## src/rtl/imem_loader_pkg.sv

```systemverilog
// Shared definitions for the instruction-memory boot loader.
//   I_MEM_SIZE      default instruction memory size in bytes (power of two)
//   LDR_HDR_BYTES   number of little-endian length bytes that open a frame
//   ldr_state_e     loader FSM state encoding
//   ldr_accepts()   true for states in which the loader takes host bytes
package imem_loader_pkg;

  localparam int unsigned I_MEM_SIZE    = 1024;
  localparam int unsigned LDR_HDR_BYTES = 4;

  typedef enum logic [2:0] {
    StIdle    = 3'd0,
    StHdr     = 3'd1,
    StPayload = 3'd2,
    StChk     = 3'd3,
    StDone    = 3'd4,
    StErr     = 3'd5
  } ldr_state_e;

  function automatic logic ldr_accepts(input ldr_state_e st);
    return (st == StHdr) || (st == StPayload) || (st == StChk);
  endfunction

endpackage

```

## src/rtl/imem_loader.sv

```systemverilog
// Boot-time writer for the byte-addressed instruction memory.
// Consumes a framed byte stream: 4-byte length L (LSB first), L payload bytes,
// one XOR checksum byte. Payload byte n is written to address n one cycle after
// it is accepted. The core is held in reset until a frame is loaded and verified.
// Ports:
//   i_clk, i_rst_n          clock, asynchronous active-low reset
//   i_start                 one-cycle pulse, begins a load from IDLE/DONE/ERR
//   i_rx_valid, i_rx_data   host byte stream
//   o_rx_ready              registered; high while in HDR/PAYLOAD/CHK
//   o_we, o_waddr, o_wdata  byte-wide memory write port
//   o_busy, o_done, o_err   status (done/err sticky until next start)
//   o_cpu_rst_n             core reset, released only in DONE
module imem_loader
  import imem_loader_pkg::*;
#(
  parameter int unsigned MEM_SIZE = I_MEM_SIZE,
  parameter int unsigned ADDR_W   = $clog2(MEM_SIZE)
) (
  input  logic              i_clk,
  input  logic              i_rst_n,
  input  logic              i_start,
  input  logic              i_rx_valid,
  input  logic [7:0]        i_rx_data,
  output logic              o_rx_ready,
  output logic              o_we,
  output logic [ADDR_W-1:0] o_waddr,
  output logic [7:0]        o_wdata,
  output logic              o_busy,
  output logic              o_done,
  output logic              o_err,
  output logic              o_cpu_rst_n
);

  localparam logic [1:0] HdrLastIdx = 2'(LDR_HDR_BYTES - 1);

  ldr_state_e        r_state, w_state_nxt;
  logic [1:0]        r_hdr_idx, w_hdr_idx_nxt;
  logic [31:0]       r_len, w_len_nxt;
  logic [ADDR_W:0]   r_cnt, w_cnt_nxt;
  logic [7:0]        r_xor, w_xor_nxt;
  logic              r_we, w_we_nxt;
  logic [ADDR_W-1:0] r_waddr, w_waddr_nxt;
  logic [7:0]        r_wdata, w_wdata_nxt;
  logic              r_rx_ready, r_busy, r_done, r_err, r_cpu_rst_n;

  logic              w_xfer;
  logic [31:0]       w_hdr_len;
  logic [31:0]       w_cnt_inc;

  assign w_xfer    = i_rx_valid & r_rx_ready;
  assign w_cnt_inc = 32'(r_cnt) + 32'd1;

  // Length with the current header byte merged in; only meaningful in HDR.
  always_comb begin
    w_hdr_len = r_len;
    w_hdr_len[{r_hdr_idx, 3'b000} +: 8] = i_rx_data;
  end

  always_comb begin
    w_state_nxt   = r_state;
    w_hdr_idx_nxt = r_hdr_idx;
    w_len_nxt     = r_len;
    w_cnt_nxt     = r_cnt;
    w_xor_nxt     = r_xor;
    w_we_nxt      = 1'b0;
    w_waddr_nxt   = r_waddr;
    w_wdata_nxt   = r_wdata;

    unique case (r_state)
      StIdle, StDone, StErr: begin
        if (i_start) begin
          w_state_nxt   = StHdr;
          w_hdr_idx_nxt = '0;
          w_len_nxt     = '0;
          w_cnt_nxt     = '0;
          w_xor_nxt     = '0;
        end
      end
      StHdr: begin
        if (w_xfer) begin
          w_len_nxt     = w_hdr_len;
          w_hdr_idx_nxt = r_hdr_idx + 2'd1;
          if (r_hdr_idx == HdrLastIdx) begin
            // Full 32-bit compare: L == MEM_SIZE is legal, anything larger is not.
            if (w_hdr_len > MEM_SIZE)   w_state_nxt = StErr;
            else if (w_hdr_len == '0)   w_state_nxt = StChk;
            else                        w_state_nxt = StPayload;
          end
        end
      end
      StPayload: begin
        if (w_xfer) begin
          w_we_nxt    = 1'b1;
          w_waddr_nxt = r_cnt[ADDR_W-1:0];
          w_wdata_nxt = i_rx_data;
          w_xor_nxt   = r_xor ^ i_rx_data;
          w_cnt_nxt   = r_cnt + 1'b1;
          if (w_cnt_inc == r_len) w_state_nxt = StChk;
        end
      end
      StChk: begin
        if (w_xfer) begin
          w_state_nxt = (i_rx_data == r_xor) ? StDone : StErr;
        end
      end
      default: w_state_nxt = StIdle;
    endcase
  end

  always_ff @(posedge i_clk or negedge i_rst_n) begin
    if (!i_rst_n) begin
      r_state <= StIdle;
    end else begin
      r_state <= w_state_nxt;
    end
  end

  // Status flags are registered from the next state so they switch with it.
  always_ff @(posedge i_clk or negedge i_rst_n) begin
    if (!i_rst_n) begin
      r_hdr_idx   <= '0;
      r_len       <= '0;
      r_cnt       <= '0;
      r_xor       <= '0;
      r_we        <= 1'b0;
      r_waddr     <= '0;
      r_wdata     <= '0;
      r_rx_ready  <= 1'b0;
      r_busy      <= 1'b0;
      r_done      <= 1'b0;
      r_err       <= 1'b0;
      r_cpu_rst_n <= 1'b0;
    end else begin
      r_hdr_idx   <= w_hdr_idx_nxt;
      r_len       <= w_len_nxt;
      r_cnt       <= w_cnt_nxt;
      r_xor       <= w_xor_nxt;
      r_we        <= w_we_nxt;
      r_waddr     <= w_waddr_nxt;
      r_wdata     <= w_wdata_nxt;
      r_rx_ready  <= ldr_accepts(w_state_nxt);
      r_busy      <= ldr_accepts(w_state_nxt);
      r_done      <= (w_state_nxt == StDone);
      r_err       <= (w_state_nxt == StErr);
      r_cpu_rst_n <= (w_state_nxt == StDone);
    end
  end

  assign o_rx_ready  = r_rx_ready;
  assign o_we        = r_we;
  assign o_waddr     = r_waddr;
  assign o_wdata     = r_wdata;
  assign o_busy      = r_busy;
  assign o_done      = r_done;
  assign o_err       = r_err;
  assign o_cpu_rst_n = r_cpu_rst_n;

endmodule

```

## config.mk

```make
export PLATFORM = sky130hd
export DESIGN_NAME = imem_loader
export DESIGN_NICKNAME = d
export VERILOG_FILES = /design/src/rtl/imem_loader_pkg.sv /design/src/rtl/imem_loader.sv
export SDC_FILE = /design/constraint.sdc
export NUM_CORES = 1
export LEC_CHECK = 0
export ABC_CLOCK_PERIOD_IN_PS = 2700
export BUFFER_PORTS_ARGS = -buffer_cell sky130_fd_sc_hd__buf_2
export CAP_MARGIN = 30
export CORE_MARGIN = 3
export CORE_UTILIZATION = 48
export CTS_CLUSTER_SIZE = 40
export DETAILED_ROUTE_END_ITERATION = 10
export PLACE_DENSITY = 0.67
export RECOVER_POWER = 100
export SKIP_CTS_REPAIR_TIMING = 1
export SYNTH_ARGS = -nofsm -noshare
export SYNTH_HDL_FRONTEND = slang
export SYNTH_SLANG_ARGS = --single-unit
```

## constraint.sdc

```tcl
create_clock -name i_clk -period 2.7 [get_ports i_clk]
set_input_delay 0.405 -clock i_clk [delete_from_list [all_inputs] [get_ports i_clk]]
set_output_delay 0.405 -clock i_clk [all_outputs]
set_load 0.05 [all_outputs]
```

=== Word-level counts from Yosys, hierarchy flattened ===
Index checks and enable logic that the tools add are counted.

* Register bits: 78
* Latch bits: 0
* Memory bits (writable): 0
* ROM bits: 0
* Input bits: 12
* Output and inout port bits: 24
* Word-level logic and storage cells: 71
* Memories kept: 0

* Add/subtract/negate cells: 4
* $mul: 0
* Divide/modulo/power cells: 0
* Order comparisons: 1
* Eq/ne operators: 16
* Shifts and indexed selects: 2
* Muxes and demuxes: 25
* Bitwise gates (word level): 2
* Reduce and logical (&&, ||, !) cells: 10

{| class="wikitable"
|+ Operator list
! operator !! count
|-
| $mux W32 || 2
|-
| $pmux W32 S2 || 1
|-
| $bwmux W32 || 1
|-
| $eq A12 B32 Y1 || 1
|-
| $gt A32 B11 Y1 const B || 1
|-
| $logic_not A32 Y1 || 1
|-
| $shift A8 B7 Y32 const A || 1
|-
| $shiftx A8 B7 Y32 || 1
|-
| $mux W11 || 2
|-
| $pmux W11 S2 || 1
|-
| $mux W3 || 7
|-
| $mux W8 || 2
|-
| $pmux W8 S2 || 1
|-
| $add A11 B1 Y12 const B || 1
|-
| $eq A3 B2 Y1 const B || 4
|-
| $eq A3 B3 Y1 const B || 4
|-
| $pmux W3 S4 || 1
|-
| $add A11 B1 Y11 const B || 1
|-
| $eq A8 B8 Y1 || 1
|-
| $xor A8 B8 Y8 || 1
|-
| $neg A5 Y7 || 1
|-
| $eq A3 B1 Y1 const B || 2
|-
| $ne A2 B2 Y1 const B || 3
|-
| $reduce_and A3 Y1 || 2
|-
| other kinds (11) || 17
|}

=== Longest topological paths before layout ===
Gate-level depths: netlist (run 1).

* Depth after elaboration: 12
* Mapped depth: 10
* Mapped depth without buffers: 9

=== Worst setup path before layout (run 1) ===
No wires, ideal clock.

* Path type: register -> register
* From: register r_hdr_idx[0]
* To: register r_busy, in the netlist o_busy
* Library setup time: 0.119 ns
* Arrival: 2.232 ns
* Data required time: 2.581 ns
* Slack: 0.349 ns
* Stages on the path, launching flop included: 10
* Path buffers: 1
* Clock period less this slack: 2.351 ns
* Path through: dfrtp_1 -> clkbuf_8 -> inv_1 -> ha_1 -> nor4b_1 -> a2111oi_4 -> o2111ai_1 -> a21oi_1 -> o22ai_1 -> o21ba_1

* Elaborated cells between the ends (all ways): 17
* Classes of those cells: 1 x add/sub; 1 x order compare; 4 x eq/ne; 2 x shift; 6 x mux; 3 x reduce/logical

{| class="wikitable"
|+ RTL lines
! element !! line !! RTL
|-
| from (decl) || imem_loader.sv:37 || <nowiki>logic [1:0] r_hdr_idx, w_hdr_idx_nxt;</nowiki>
|-
| from (signal assigned) || imem_loader.sv:134 || <nowiki>r_hdr_idx <= w_hdr_idx_nxt;</nowiki>
|-
| $neg A5 Y7 || imem_loader.sv:56 || <nowiki>w_hdr_len[{r_hdr_idx, 3'b000} +: 8] = i_rx_data;</nowiki>
|-
| $shiftx A8 B7 Y32 or $shift A8 B7 Y32 (tied branches) || imem_loader.sv:56 ||
|-
| $bwmux W32 || imem_loader.sv:56 ||
|-
| $gt A32 B11 Y1 || imem_loader.sv:85 || <nowiki>if (w_hdr_len > MEM_SIZE) w_state_nxt = StErr;</nowiki>
|-
| $mux W3 || imem_loader.sv:85 ||
|-
| $mux W3 * || imem_loader.sv:83 || <nowiki>if (r_hdr_idx == HdrLastIdx) begin</nowiki>
|-
| $mux W3 * || imem_loader.sv:80 || <nowiki>if (w_xfer) begin</nowiki>
|-
| $pmux W3 S4 * || imem_loader.sv:69 || <nowiki>unique case (r_state)</nowiki>
|-
| net w_state_nxt[2] || imem_loader.sv:36 || <nowiki>ldr_state_e r_state, w_state_nxt;</nowiki>
|-
| $eq A3 B1 Y1 or $eq A3 B2 Y1 (tied branches) || imem_loader_pkg.sv:21 || <nowiki>return (st == StHdr) || (st == StPayload) || (st == StChk);</nowiki>
|-
| $logic_or A1 B1 Y1 || imem_loader_pkg.sv:21 ||
|-
| $logic_or A1 B1 Y1 * || imem_loader_pkg.sv:21 ||
|-
| to (signal assigned) || imem_loader.sv:142 || <nowiki>r_busy <= ldr_accepts(w_state_nxt);</nowiki>
|-
| to (decl) || imem_loader.sv:44 || <nowiki>logic r_rx_ready, r_busy, r_done, r_err, r_cpu_rst_n;</nowiki>
|}

The timed path passes the listed nets; every way through them passes the cells marked *.
A chain may end at the register's enable or synchronous reset.

=== Final worst setup path (run 1) ===
* From: register r_hdr_idx[1]
* To: register r_busy, in the netlist o_busy

Same word-level chain as after synthesis.

==> results.ini, run 1 <==
[outcome]
run_status=complete, no violations

[critical_path]
worst_path_most_repeated_cell=sky130_fd_sc_hd__o22ai_1
startpoint=r_hdr_idx[1]$_DFFE_PN0P_
arrival_ns=2.73
timing.critical_path.fanout_max=9
r2r.worst_path.cells=9
critical_path.n_buffers_inverters=1
critical-path-slowest-cell=sky130_fd_sc_hd__ha_1
reg2reg_from=r_hdr_idx[1]$_DFFE_PN0P_
required_ns=2.93
startpoint_type=register
worstSetupPathType=register to register
worst_path_cell_chain=inv_1 -> ha_1 -> nand4b_1 -> o22ai_1 -> a2111oi_4 -> o2111ai_1 -> a21oi_1 -> o22ai_1 -> o21ba_1
cp-end-kind=register
worst_stage_delay_on_the_critical_path_ns=0.45
rrSetupSlack_ns=0.20
timing.critical_path.max_delay_family=compound AO/OA/AOI/OAI gates
r2r_end=o_busy$_DFF_PN0_

[clocking]
worstSkewPairLatency_ns=0.35
clk_transition_reported_paths_ns=0.09
number_of_h_tree_levels=3
tritoncts.num_buffers=9
cts.path.max_buffers=2
root_buffer=sky130_fd_sc_hd__clkbuf_8
cts_sinks=78
cts_tree=done

[yosys]
synth_area_per_cell_sq_um=9.77
synth.yosys.warnings=0
synth_enable_flop_cells=0
synth-seq-cells=78
synth.area.top_cells=sky130_fd_sc_hd__dfrtp_1 (50%), sky130_fd_sc_hd__nand2_1 (6.9%), sky130_fd_sc_hd__a22o_1 (6.3%)
fraction_of_the_yosys_area_taken_by_sequential_cells_pct=49.8
synth_largest_area_cell=sky130_fd_sc_hd__dfrtp_1
netlist_instances=401
postSynthNetCount=419
synth.distinct_cells=53
post_synth_instance_area_sq_um=3920
most_common_flop_cell_mapped_by_yosys=sky130_fd_sc_hd__dfrtp_1
async_set_or_reset_flop_fraction_in_the_synthesized_netlist_pct=100
yosys.area.top_type_share_pct=49.8

[final_layout]
non_filler_instance_count_after_layout=537
drive_gt1_share_pct=9.89
insertedDiodeCount=0
areaGrowthSynthToFinish_pct=9.49
finish.net_count=450

[detailed_routing]
initial_drc_count=272
vias_per_cell=5.77
vias_after_detailed_routing=3100
first_pass_iters=4
routed_wirelength_mm=9.16
post-route-drc-count=0
number_of_routed_nets_with_antenna_violations=0
detail_route.wl_per_cell_microns=17.1

[run]
max_capacitance_violation_count=0

[place]
placed_cells_incl_taps=523
gp_congestion=0.905
hpwlAfterDp_mm=6.20
portBuffers=35

[timing]
final.period_utilization_pct=92.4
finalHoldViolations=0
timing.slew.headroom_pct=20.1
peak_clock_frequency_supported_by_timing_mhz=401
layout_min_cycle_time_ns=2.50
setup_viol=0
grt_setup_unrepaired=false
tightestPinTransition_ns=1.20
slew_viol_final=0
tns_ns=0
finalClockSkew_ns=0.0132

[grt]
gr-total-overflow=0
grt_start_max_net_pins=47
vias_in_the_first_global_route=2937
grt_first_pass_wirelength_mm=15.1
grt_antenna_before_repair=0
globalRouteTotalUtil_pct=21.4

[floorplan]
die-area_sq_um=9280
core_area_sq_um=7810
die_h_microns=96.3
boundaryPins=36
die_w_microns=96.3
floorplan.rows=32
effective_utilization_at_floorplan_pct=50.2

[pwr]
leakage_dissipation_nw=1.99
power_density_nw_per_um2=952
design_power_total_mw=4.08
vdd_drop_max_mv=0.536

[worst_hold_path]
hold_class=input pin to async pin

cells by family after synthesis:
kind of cell	synth area share [%]
AND/OR/NAND/NOR	19.0
AO/OA/AOI/OAI	18.0
flip-flops	49.8
buffers and inverters	4.70
XOR/XNOR	5.81
adder cells (fa/ha/maj)	1.92
multiplexers	0.767
sequential cells by signal (all words and copies together) (netlist names):
name / count
o_busy: 1
o_cpu_rst_n: 1
o_err: 1
o_waddr: 10
o_wdata: 8
o_we: 1
r_cnt: 11
r_hdr_idx: 2
r_len: 32
r_state: 3
r_xor: 8
worst max-delay path by stage:
| stage | depth (start not counted) | slack (ns) | endpoint |
|---|---|---|---|
| 2_1_floorplan | 9 | 0.35 | o_busy$_DFF_PN0_ |
| 3_3_place_gp | 8 | 0.34 | o_busy$_DFF_PN0_ |
| 3_5_place_dp | 8 | 0.20 | o_busy$_DFF_PN0_ |
| 4_1_cts | 8 | 0.17 | o_busy$_DFF_PN0_ |
| 5_1_grt | 6 | 0.03 | r_xor[7]$_DFFE_PN0P_ |
| 6_report | 9 | 0.20 | o_busy$_DFF_PN0_ |
Yosys cell counts, types with 2 or more instances:
cell,instances
sky130_fd_sc_hd__inv_1,11
sky130_fd_sc_hd__nor4_1,10
sky130_fd_sc_hd__a21oi_1,14
sky130_fd_sc_hd__buf_4,2
sky130_fd_sc_hd__xnor2_1,17
sky130_fd_sc_hd__mux2i_1,3
sky130_fd_sc_hd__a22o_1,28
sky130_fd_sc_hd__a31oi_1,2
sky130_fd_sc_hd__nand3b_1,2
sky130_fd_sc_hd__xor2_1,9
sky130_fd_sc_hd__nand4_1,5
sky130_fd_sc_hd__and2_1,4
sky130_fd_sc_hd__buf_6,2
sky130_fd_sc_hd__nor2_1,27
sky130_fd_sc_hd__or3_1,2
sky130_fd_sc_hd__o22ai_1,5
sky130_fd_sc_hd__dfrtp_1,78
sky130_fd_sc_hd__clkbuf_1,11
sky130_fd_sc_hd__nor3_1,5
sky130_fd_sc_hd__ha_1,6
sky130_fd_sc_hd__a22o_2,4
sky130_fd_sc_hd__clkbuf_2,2
sky130_fd_sc_hd__o21ai_0,34
sky130_fd_sc_hd__o21ai_1,4
sky130_fd_sc_hd__and4_1,2
sky130_fd_sc_hd__nand2_1,72
sky130_fd_sc_hd__nand4bb_1,3
sky130_fd_sc_hd__nand3_1,10
sky130_fd_sc_hd__clkbuf_8,3
metal layers:
metal  global-route usage (%)  vias to the layer above  wire length [microns]
met1                     30.3                     1509                   4360
met4                     8.64                        0                    221
li1                         -                     1476                      -
met2                     31.8                       94                   4020
met3                     4.61                       21                    557
met5                        0                        -                      0
layout make-up:
| type | instances | area (sq um) |
|---|---|---|
| fillers | 727 | 3520 |
| flip-flops and latches | 78 | 1950 |
| multi-input cells | 289 | 1790 |
| repair buffers | 42 | 184 |
| clock buffers | 10 | 138 |
| well taps | 102 | 128 |
| clock inverters | 4 | 48.8 |
| inverters | 12 | 45.0 |
per-stage QoR:
stage / hold WS (ns) / util, % / area (sq um) / worst slack [ns]
3_5_place_dp: 0.446 / 53.0 / 4140 / 0.205
2_1_floorplan: 0.109 / - / 3920 / 0.349
6_report: 0.259 / 54.9 / 4290 / 0.205
4_1_cts: 0.0583 / 55.4 / 4320 / 0.166
5_1_grt: 0.345 / 54.9 / 4290 / 0.0274
3_3_place_gp: 0.439 / 53.0 / 4140 / 0.337
worst reg2reg max path: cells and delay by family, from the launching register on:
family	cells	cell delay, ns
AOI/OAI and AO/OA	6	1.22
buffers and inverters	1	0.10
DFF	1	0.39
adders and majority gates	1	0.45
and+or+nand+nor	1	0.23
report_power, final:
group / switching [mW] / total [mW] / internal, mW / leakage (nW)
sequential: 0.173 / 1.56 / 1.38 / 1.07
combinational: 1.07 / 1.65 / 0.581 / 0.822
clock: 0.429 / 0.870 / 0.441 / 0.0980
placed cells by master, fill, tap and decap left out, types with 2 or more instances in the layout:
| cell type | Yosys | routed |
|---|---|---|
| sky130_fd_sc_hd__a22o_1 | 28 | 28 |
| sky130_fd_sc_hd__a31oi_1 | 2 | 2 |
| sky130_fd_sc_hd__buf_2 | 1 | 10 |
| sky130_fd_sc_hd__clkbuf_1 | 11 | 27 |
| sky130_fd_sc_hd__mux2i_1 | 3 | 3 |
| sky130_fd_sc_hd__a22o_2 | 4 | 4 |
| sky130_fd_sc_hd__buf_4 | 2 | 3 |
| sky130_fd_sc_hd__or3_1 | 2 | 2 |
| sky130_fd_sc_hd__a21oi_1 | 14 | 14 |
| sky130_fd_sc_hd__nand4bb_1 | 3 | 3 |
| sky130_fd_sc_hd__clkbuf_2 | 2 | 2 |
| sky130_fd_sc_hd__inv_1 | 11 | 11 |
| sky130_fd_sc_hd__clkbuf_8 | 3 | 10 |
| sky130_fd_sc_hd__clkinv_2 | 0 | 2 |
| sky130_fd_sc_hd__nand3_1 | 10 | 10 |
| sky130_fd_sc_hd__nand3b_1 | 2 | 2 |
| sky130_fd_sc_hd__ha_1 | 6 | 6 |
| sky130_fd_sc_hd__o22ai_1 | 5 | 5 |
| sky130_fd_sc_hd__dfrtp_1 | 78 | 78 |
| sky130_fd_sc_hd__nor4_1 | 10 | 9 |
| sky130_fd_sc_hd__nand4_1 | 5 | 5 |
| sky130_fd_sc_hd__and4_1 | 2 | 2 |
| sky130_fd_sc_hd__o21ai_0 | 34 | 38 |
| sky130_fd_sc_hd__xor2_1 | 9 | 9 |
| sky130_fd_sc_hd__nand2_1 | 72 | 72 |
| sky130_fd_sc_hd__and2_1 | 4 | 3 |
| sky130_fd_sc_hd__xnor2_1 | 17 | 17 |
| sky130_fd_sc_hd__nor3_1 | 5 | 5 |
| sky130_fd_sc_hd__nor2_1 | 27 | 27 |
Power figures use the tool's default switching activity.
==> run 2, diff against run 1 <==
--- a/config.mk
+++ b/config.mk
@@ -10,6 +10,7 @@
 export CAP_MARGIN = 30
 export CORE_MARGIN = 3
 export CORE_UTILIZATION = 48
+export CTS_BUF_LIST = sky130_fd_sc_hd__clkbuf_4 sky130_fd_sc_hd__clkbuf_8
 export CTS_CLUSTER_SIZE = 40
 export DETAILED_ROUTE_END_ITERATION = 10
 export PLACE_DENSITY = 0.67
==> constraint.sdc (replaced) <==
create_clock -name i_clk -period 2.7 [get_ports i_clk]
set_input_delay 0 -clock i_clk [delete_from_list [all_inputs] [get_ports i_clk]]
set_output_delay 0 -clock i_clk [all_outputs]
set_load 0.05 [all_outputs]
==> results.ini, run 2 (synthesized netlist as in run 1, its figures left out) <==
[clocking]
cts_sinks=78  ; unchanged
cts.path.max_buffers=2  ; unchanged
clk_transition_reported_paths_ns=0.08  ; was 0.09 ns
number_of_h_tree_levels=3  ; unchanged
cts_tree=done  ; unchanged
worstSkewPairLatency_ns=0.35  ; about the same
tritoncts.num_buffers=9  ; unchanged
root_buffer=sky130_fd_sc_hd__clkbuf_8  ; unchanged

[final_layout]
areaGrowthSynthToFinish_pct=9.65  ; was 9.49%
drive_gt1_share_pct=9.86  ; was 9.89%
largest_register_ff_count=32  ; unchanged
finish.net_count=449  ; was 450
most_frequent_cells_in_the_layout=sky130_fd_sc_hd__dfrtp_1 (78), sky130_fd_sc_hd__nand2_1 (72), sky130_fd_sc_hd__o21ai_0 (38)  ; unchanged
largest_register=r_len  ; unchanged
insertedDiodeCount=0  ; unchanged
num-fill-cells=710  ; was 727
final_common_cell=sky130_fd_sc_hd__dfrtp_1  ; unchanged

[detailed_routing]
vias_after_detailed_routing=3066  ; was 3100
detail_route.wl_per_cell_microns=16.6  ; was 17.1 microns
number_of_routed_nets_with_antenna_violations=0  ; unchanged
routed_wirelength_mm=8.95  ; was 9.16 mm
initial_drc_count=270  ; was 272
first_pass_iters=5  ; was 4
post-route-drc-count=0  ; unchanged
vias_per_cell=5.70  ; was 5.77

[worst_hold_path]
hold_start=i_start
worst_hold_path.num_cells=2
hold_class=input pin to register  ; was input pin to async pin
timing.hold.worst_endpoint=r_state[2]$_DFF_PN0_

[place]
hpwlAfterDp_mm=5.88  ; was 6.20 mm
gp_congestion=0.903  ; was 0.905
portBuffers=35  ; unchanged

[timing]
layout_min_cycle_time_ns=2.40  ; was 2.50 ns
final.period_utilization_pct=88.7  ; was 92.4%
slew_viol_final=36  ; was 0
setup_viol=0  ; unchanged
finalClockSkew_ns=0.0132  ; about the same
finalHoldViolations=2  ; was 0
tightestPinTransition_ns=1.96  ; was 1.20 ns
timing.slew.headroom_pct=-30.6  ; was 20.1%
final.hold.worst_slack_ns=-0.0346  ; was 0.259 ns
peak_clock_frequency_supported_by_timing_mhz=417  ; was 401 MHz
grt_setup_unrepaired=false  ; unchanged
tns_ns=0  ; unchanged

[floorplan]
die_w_microns=96.3  ; unchanged
floorplan.rows=32  ; unchanged
die-area_sq_um=9280  ; unchanged
effective_utilization_at_floorplan_pct=50.2  ; unchanged
core_area_sq_um=7810  ; unchanged
boundaryPins=36  ; unchanged
die_h_microns=96.3  ; unchanged

[critical_path]
startpoint=r_hdr_idx[1]$_DFFE_PN0P_  ; unchanged
startpoint_type=register  ; unchanged
worstSetupPathType=register to register  ; unchanged
reg2reg_from=r_hdr_idx[1]$_DFFE_PN0P_  ; unchanged
timing.critical_path.fanout_max=9  ; unchanged
arrival_ns=2.64  ; was 2.73 ns
required_ns=2.94  ; was 2.93 ns
cp-end-kind=register  ; unchanged
r2r_end=o_busy$_DFF_PN0_  ; unchanged
rrSetupSlack_ns=0.30  ; was 0.20 ns
r2r.worst_path.cells=9  ; unchanged

[pwr]
leakage_dissipation_nw=1.99  ; about the same
vdd_drop_max_mv=0.585  ; was 0.536 mV
power_density_nw_per_um2=928  ; was 952 nW/um^2

[run]
max_capacitance_violation_count=1  ; was 0

[grt]
grt_antenna_before_repair=0  ; unchanged
grt_start_max_net_pins=79  ; was 47
grt_first_pass_wirelength_mm=14.6  ; was 15.1 mm
globalRouteTotalUtil_pct=20.7  ; was 21.4%
gr-total-overflow=0  ; unchanged
vias_in_the_first_global_route=2924  ; was 2937

[outcome]
run_status=finished, violations left  ; was complete, no violations
violations=negative hold slack, max-capacitance violations, max-slew violations

## run 2: changes by cell type in the layout (fill, tap and decap cells not counted), sizes merged
cell and change:
clkbuf -3, inv +2, dlygate4sd3 +1, bufinv -1, buf +1, clkinvlp +1
## run 2: layer usage
metal,global-route usage [%],wire [microns],vias up
met1,29.4,4220,1456
met4,9.46,237,0
met2,31.1,3990,108
met5,0,0,-
met3,3.44,504,23
li1,-,-,1479
## run 2: final cells by class
cell class | count | area (sq um) | area share (%)
clock buffers | 10 | 138 | 3.21
well taps | 102 | 128 | 2.97
repair buffers | 41 | 201 | 4.69
multi-input cells | 289 | 1790 | 41.6
flip-flops and latches | 78 | 1950 | 45.5
inverters | 12 | 45.0 | 1.05
clock inverters | 6 | 43.8 | 1.02
## run 2: critical path: stages, from the launching register on
cell and delay (ns):
sky130_fd_sc_hd__dfrtp_1 0.37, sky130_fd_sc_hd__inv_1 0.09, sky130_fd_sc_hd__ha_1 0.43, sky130_fd_sc_hd__nand4b_1 0.19, sky130_fd_sc_hd__o22ai_1 0.29, sky130_fd_sc_hd__a2111oi_4 0.09
sky130_fd_sc_hd__o2111ai_1 0.31, sky130_fd_sc_hd__a21oi_1 0.12, sky130_fd_sc_hd__o22ai_1 0.21, sky130_fd_sc_hd__o21ba_1 0.18
## run 2: through the flow
| stage | util, % | cell area, sq um | worst slack, ns | total power [mW] | cells |
|---|---|---|---|---|---|
| 2_1_floorplan | - | 3920 | 0.349 | 2.82 | 401 |
| 3_3_place_gp | 52.7 | 4110 | 0.372 | 3.16 | 520 |
| 3_5_place_dp | 52.7 | 4110 | 0.234 | 3.19 | 520 |
| 4_1_cts | 55.0 | 4290 | 0.208 | 4.01 | 536 |
| 5_1_grt | 55.0 | 4290 | 0.0568 | 4.24 | 538 |
| 6_report | 55.0 | 4290 | 0.304 | 3.98 | 538 |
## run 2: where the power goes
group / internal [mW] / switching [mW]
clock: 0.364 / 0.449
sequential: 1.38 / 0.171
combinational: 0.568 / 1.05
total: 2.32 / 1.67
## run 2: worst max-delay path by stage
stage | to | slack, ns | cells past startpoint
floorplan | o_busy$_DFF_PN0_ | 0.35 | 9
global placement | o_busy$_DFF_PN0_ | 0.37 | 8
detailed placement | o_busy$_DFF_PN0_ | 0.23 | 8
CTS | o_busy$_DFF_PN0_ | 0.21 | 8
global route | o_busy$_DFF_PN0_ | 0.06 | 9
finish | o_busy$_DFF_PN0_ | 0.30 | 9
==> run 3, diff against run 2 <==
--- a/config.mk
+++ b/config.mk
@@ -5,7 +5,7 @@
 export SDC_FILE = /design/constraint.sdc
 export NUM_CORES = 1
 export LEC_CHECK = 0
-export ABC_CLOCK_PERIOD_IN_PS = 2700
+export ABC_CLOCK_PERIOD_IN_PS = 2100
 export BUFFER_PORTS_ARGS = -buffer_cell sky130_fd_sc_hd__buf_2
 export CAP_MARGIN = 30
 export CORE_MARGIN = 3
@@ -13,7 +13,7 @@
 export CTS_BUF_LIST = sky130_fd_sc_hd__clkbuf_4 sky130_fd_sc_hd__clkbuf_8
 export CTS_CLUSTER_SIZE = 40
 export DETAILED_ROUTE_END_ITERATION = 10
-export PLACE_DENSITY = 0.67
+export PLACE_DENSITY = 0.69
 export RECOVER_POWER = 100
 export SKIP_CTS_REPAIR_TIMING = 1
 export SYNTH_ARGS = -nofsm -noshare
==> constraint.sdc (replaced) <==
create_clock -name i_clk -period 2.1 [get_ports i_clk]
set_input_delay 0 -clock i_clk [delete_from_list [all_inputs] [get_ports i_clk]]
set_output_delay 0 -clock i_clk [all_outputs]
set_load 0.05 [all_outputs]
==> results.ini, run 3 (synthesized netlist as in run 1, its figures left out) <==
[worst_hold_path]
hold_class=input pin to register  ; unchanged

[final_layout]
areaGrowthSynthToFinish_pct=19.2  ; was 9.65%
drive_gt1_share_pct=19.6  ; was 9.86%
largest_register=r_len  ; unchanged
largest_register_ff_count=32  ; unchanged
finish.net_count=492  ; was 449
final_common_cell=sky130_fd_sc_hd__dfrtp_1  ; unchanged
non_filler_instance_count_after_layout=581  ; was 538
postLayoutCoreUtil_pct=59.8  ; was 55.0%
most_frequent_cells_in_the_layout=sky130_fd_sc_hd__dfrtp_1 (76), sky130_fd_sc_hd__nand2_1 (72), sky130_fd_sc_hd__o21ai_0 (37), sky130_fd_sc_hd__buf_4 (37), sky130_fd_sc_hd__a22o_1 (28)  ; was sky130_fd_sc_hd__dfrtp_1 (78), sky130_fd_sc_hd__nand2_1 (72), sky130_fd_sc_hd__o21ai_0 (38)
insertedDiodeCount=0  ; unchanged

[critical_path]
worst_stage_delay_on_the_critical_path_ns=0.43  ; about the same
cp-end-kind=register  ; unchanged
worstSetupPathType=register to register  ; unchanged
worst_path_cell_chain=inv_4 -> ha_4 -> nand4bb_1 -> a21oi_1 -> a2111oi_4 -> o2111ai_1 -> a21oi_1 -> o22ai_2 -> o21ba_1  ; was inv_1 -> ha_1 -> nand4b_1 -> o22ai_1 -> a2111oi_4 -> o2111ai_1 -> a21oi_1 -> o22ai_1 -> o21ba_1
critical-path-slowest-cell=sky130_fd_sc_hd__dfrtp_2  ; was sky130_fd_sc_hd__ha_1
critical_path.n_buffers_inverters=1  ; unchanged
timing.critical_path.fanout_max=9  ; unchanged
startpoint_type=register  ; unchanged
worst_path_most_repeated_cell=sky130_fd_sc_hd__a21oi_1  ; was sky130_fd_sc_hd__o22ai_1
arrival_ns=2.53  ; was 2.64 ns
timing.critical_path.max_delay_family=compound AO/OA/AOI/OAI gates  ; unchanged
required_ns=2.39  ; was 2.94 ns

[pwr]
power.switching_mw=2.31  ; was 1.67 mW
sequentialPowerShare_pct=34.7  ; was 39.0%
leakage_dissipation_nw=2.19  ; was 1.99 nW
clkPwrFrac_pct=18.5  ; was 20.4%
p_int_mw=3.38  ; was 2.32 mW
vdd_drop_max_mv=0.705  ; was 0.585 mV
design_power_total_mw=5.69  ; was 3.98 mW
pwr-share-comb_pct=46.9  ; was 40.6%
power_density_nw_per_um2=1220  ; was 928 nW/um^2
swShare_pct=40.7  ; was 41.9%

[floorplan]
boundaryPins=36  ; unchanged
die_h_microns=96.3  ; unchanged
effective_utilization_at_floorplan_pct=50.2  ; unchanged
core_area_sq_um=7810  ; unchanged
floorplan.rows=32  ; unchanged
die_w_microns=96.3  ; unchanged
die-area_sq_um=9280  ; unchanged

[detailed_routing]
vias_after_detailed_routing=3276  ; was 3066
routed_wirelength_mm=9.67  ; was 8.95 mm
initial_drc_count=230  ; was 270
post-route-drc-count=0  ; unchanged
detail_route.wl_per_cell_microns=16.6  ; about the same
first_pass_iters=4  ; was 5
vias_per_cell=5.64  ; was 5.70
number_of_routed_nets_with_antenna_violations=0  ; unchanged

[clocking]
cts.path.max_buffers=2  ; unchanged
cts_tree=done  ; unchanged
cts_sinks=78  ; unchanged
clk_transition_reported_paths_ns=0.09  ; was 0.08 ns
number_of_h_tree_levels=3  ; unchanged
root_buffer=sky130_fd_sc_hd__clkbuf_8  ; unchanged
worstSkewPairLatency_ns=0.36  ; was 0.35 ns
tritoncts.num_buffers=9  ; unchanged

[grt]
globalRouteTotalUtil_pct=22.9  ; was 20.7%
vias_in_the_first_global_route=3248  ; was 2924
gr-total-overflow=0  ; unchanged
grt_start_max_net_pins=43  ; was 79
grt_antenna_before_repair=0  ; unchanged
grt_first_pass_wirelength_mm=16.1  ; was 14.6 mm

[place]
hpwlAfterDp_mm=6.66  ; was 5.88 mm
portBuffers=35  ; unchanged
post-place-ws_ns=-0.136  ; was 0.234 ns
gp_congestion=0.927  ; was 0.903
placed_cells_incl_taps=559  ; was 520

[timing]
final.hold.worst_slack_ns=0.0107  ; was -0.0346 ns
finalClockSkew_ns=0.0134  ; was 0.0132 ns
final.period_utilization_pct=107  ; was 88.7%
layout_min_cycle_time_ns=2.25  ; was 2.40 ns
setup_viol=3  ; was 0
timing.slew.headroom_pct=28.8  ; was -30.6%
postLayoutSetupSlackWorst_ns=-0.146  ; was 0.304 ns
slew_viol_final=0  ; was 36
grt_setup_unrepaired=true  ; was false
peak_clock_frequency_supported_by_timing_mhz=445  ; was 417 MHz
finalHoldViolations=0  ; was 2
tightestPinTransition_ns=1.07  ; was 1.96 ns

[run]
max_capacitance_violation_count=0  ; was 1

[outcome]
violations=negative setup slack  ; was negative hold slack, max-capacitance violations, max-slew violations
run_status=finished, violations left  ; unchanged

## run 3: cell types whose count changed in the layout (fill, tap and decap cells not counted), moves of 3 or more
cell / delta
sky130_fd_sc_hd__buf_4: +34
sky130_fd_sc_hd__clkbuf_2: +5
sky130_fd_sc_hd__dlygate4sd3_1: +4
sky130_fd_sc_hd__ha_1: -3
## run 3: path summary, 6_finish.rpt
| kind | slack [ns] | cells after the start | start | end |
|---|---|---|---|---|
| max in group asynchronous | 0.45 | 3 | i_rst_n | o_busy$_DFF_PN0_ |
| hold reg to reg | 0.48 | 2 | o_waddr[9]$_DFFE_PN0P_ | o_waddr[9]$_DFFE_PN0P_ |
| min in group asynchronous | 0.36 | 2 | i_rst_n | o_we$_DFF_PN0_ |
| setup reg to reg | -0.15 | 9 | r_hdr_idx[0]$_DFFE_PN0P_ | o_busy$_DFF_PN0_ |
| hold / removal | 0.01 | 3 | i_rx_data[7] | o_wdata[7]$_DFFE_PN0P_ |
| setup / recovery | -0.15 | 9 | r_hdr_idx[0]$_DFFE_PN0P_ | o_busy$_DFF_PN0_ |
## run 3: area by class of cell
class                   count  area (sq um)
repair buffers             84           507
inverters                  12          47.5
well taps                 102           128
clock inverters             6          45.0
flip-flops and latches     78          1950
fillers                   694          3140
clock buffers              10           138
multi-input cells         289          1850
## run 3: routing by layer
layer / global-route usage (%) / wire [microns] / vias to the layer above
met5: 0 / 0 / -
met4: 9.23 / 202 / 0
met3: 5.79 / 568 / 17
met2: 35.8 / 4570 / 97
met1: 30.4 / 4330 / 1608
li1: - / - / 1554
## run 3: power groups by stage
| stage | Combinational [mW] | Clock, mW | Sequential, mW |
|---|---|---|---|
| after floorplan | 1.41 | 0 | 2.28 |
| after global placement | 2.52 | 0 | 1.97 |
| after detailed placement | 2.58 | 0 | 1.99 |
| after CTS | 2.60 | 1.08 | 1.96 |
| after global routing | 2.87 | 1.16 | 2.00 |
| final | 2.67 | 1.05 | 1.97 |
## run 3: metrics by stage
step                area (sq um)  TNS, ns
floorplan                   3940        0
global placement            4430  -0.0833
detailed placement          4430   -0.304
CTS                         4610   -0.479
global route                4670   -0.865
finish                      4670   -0.401
## run 3: worst min-delay path, stage by stage
cell and delay, ns:
sky130_fd_sc_hd__buf_2 0.18, sky130_fd_sc_hd__nand2_1 0.11, sky130_fd_sc_hd__nand2_1 0.05
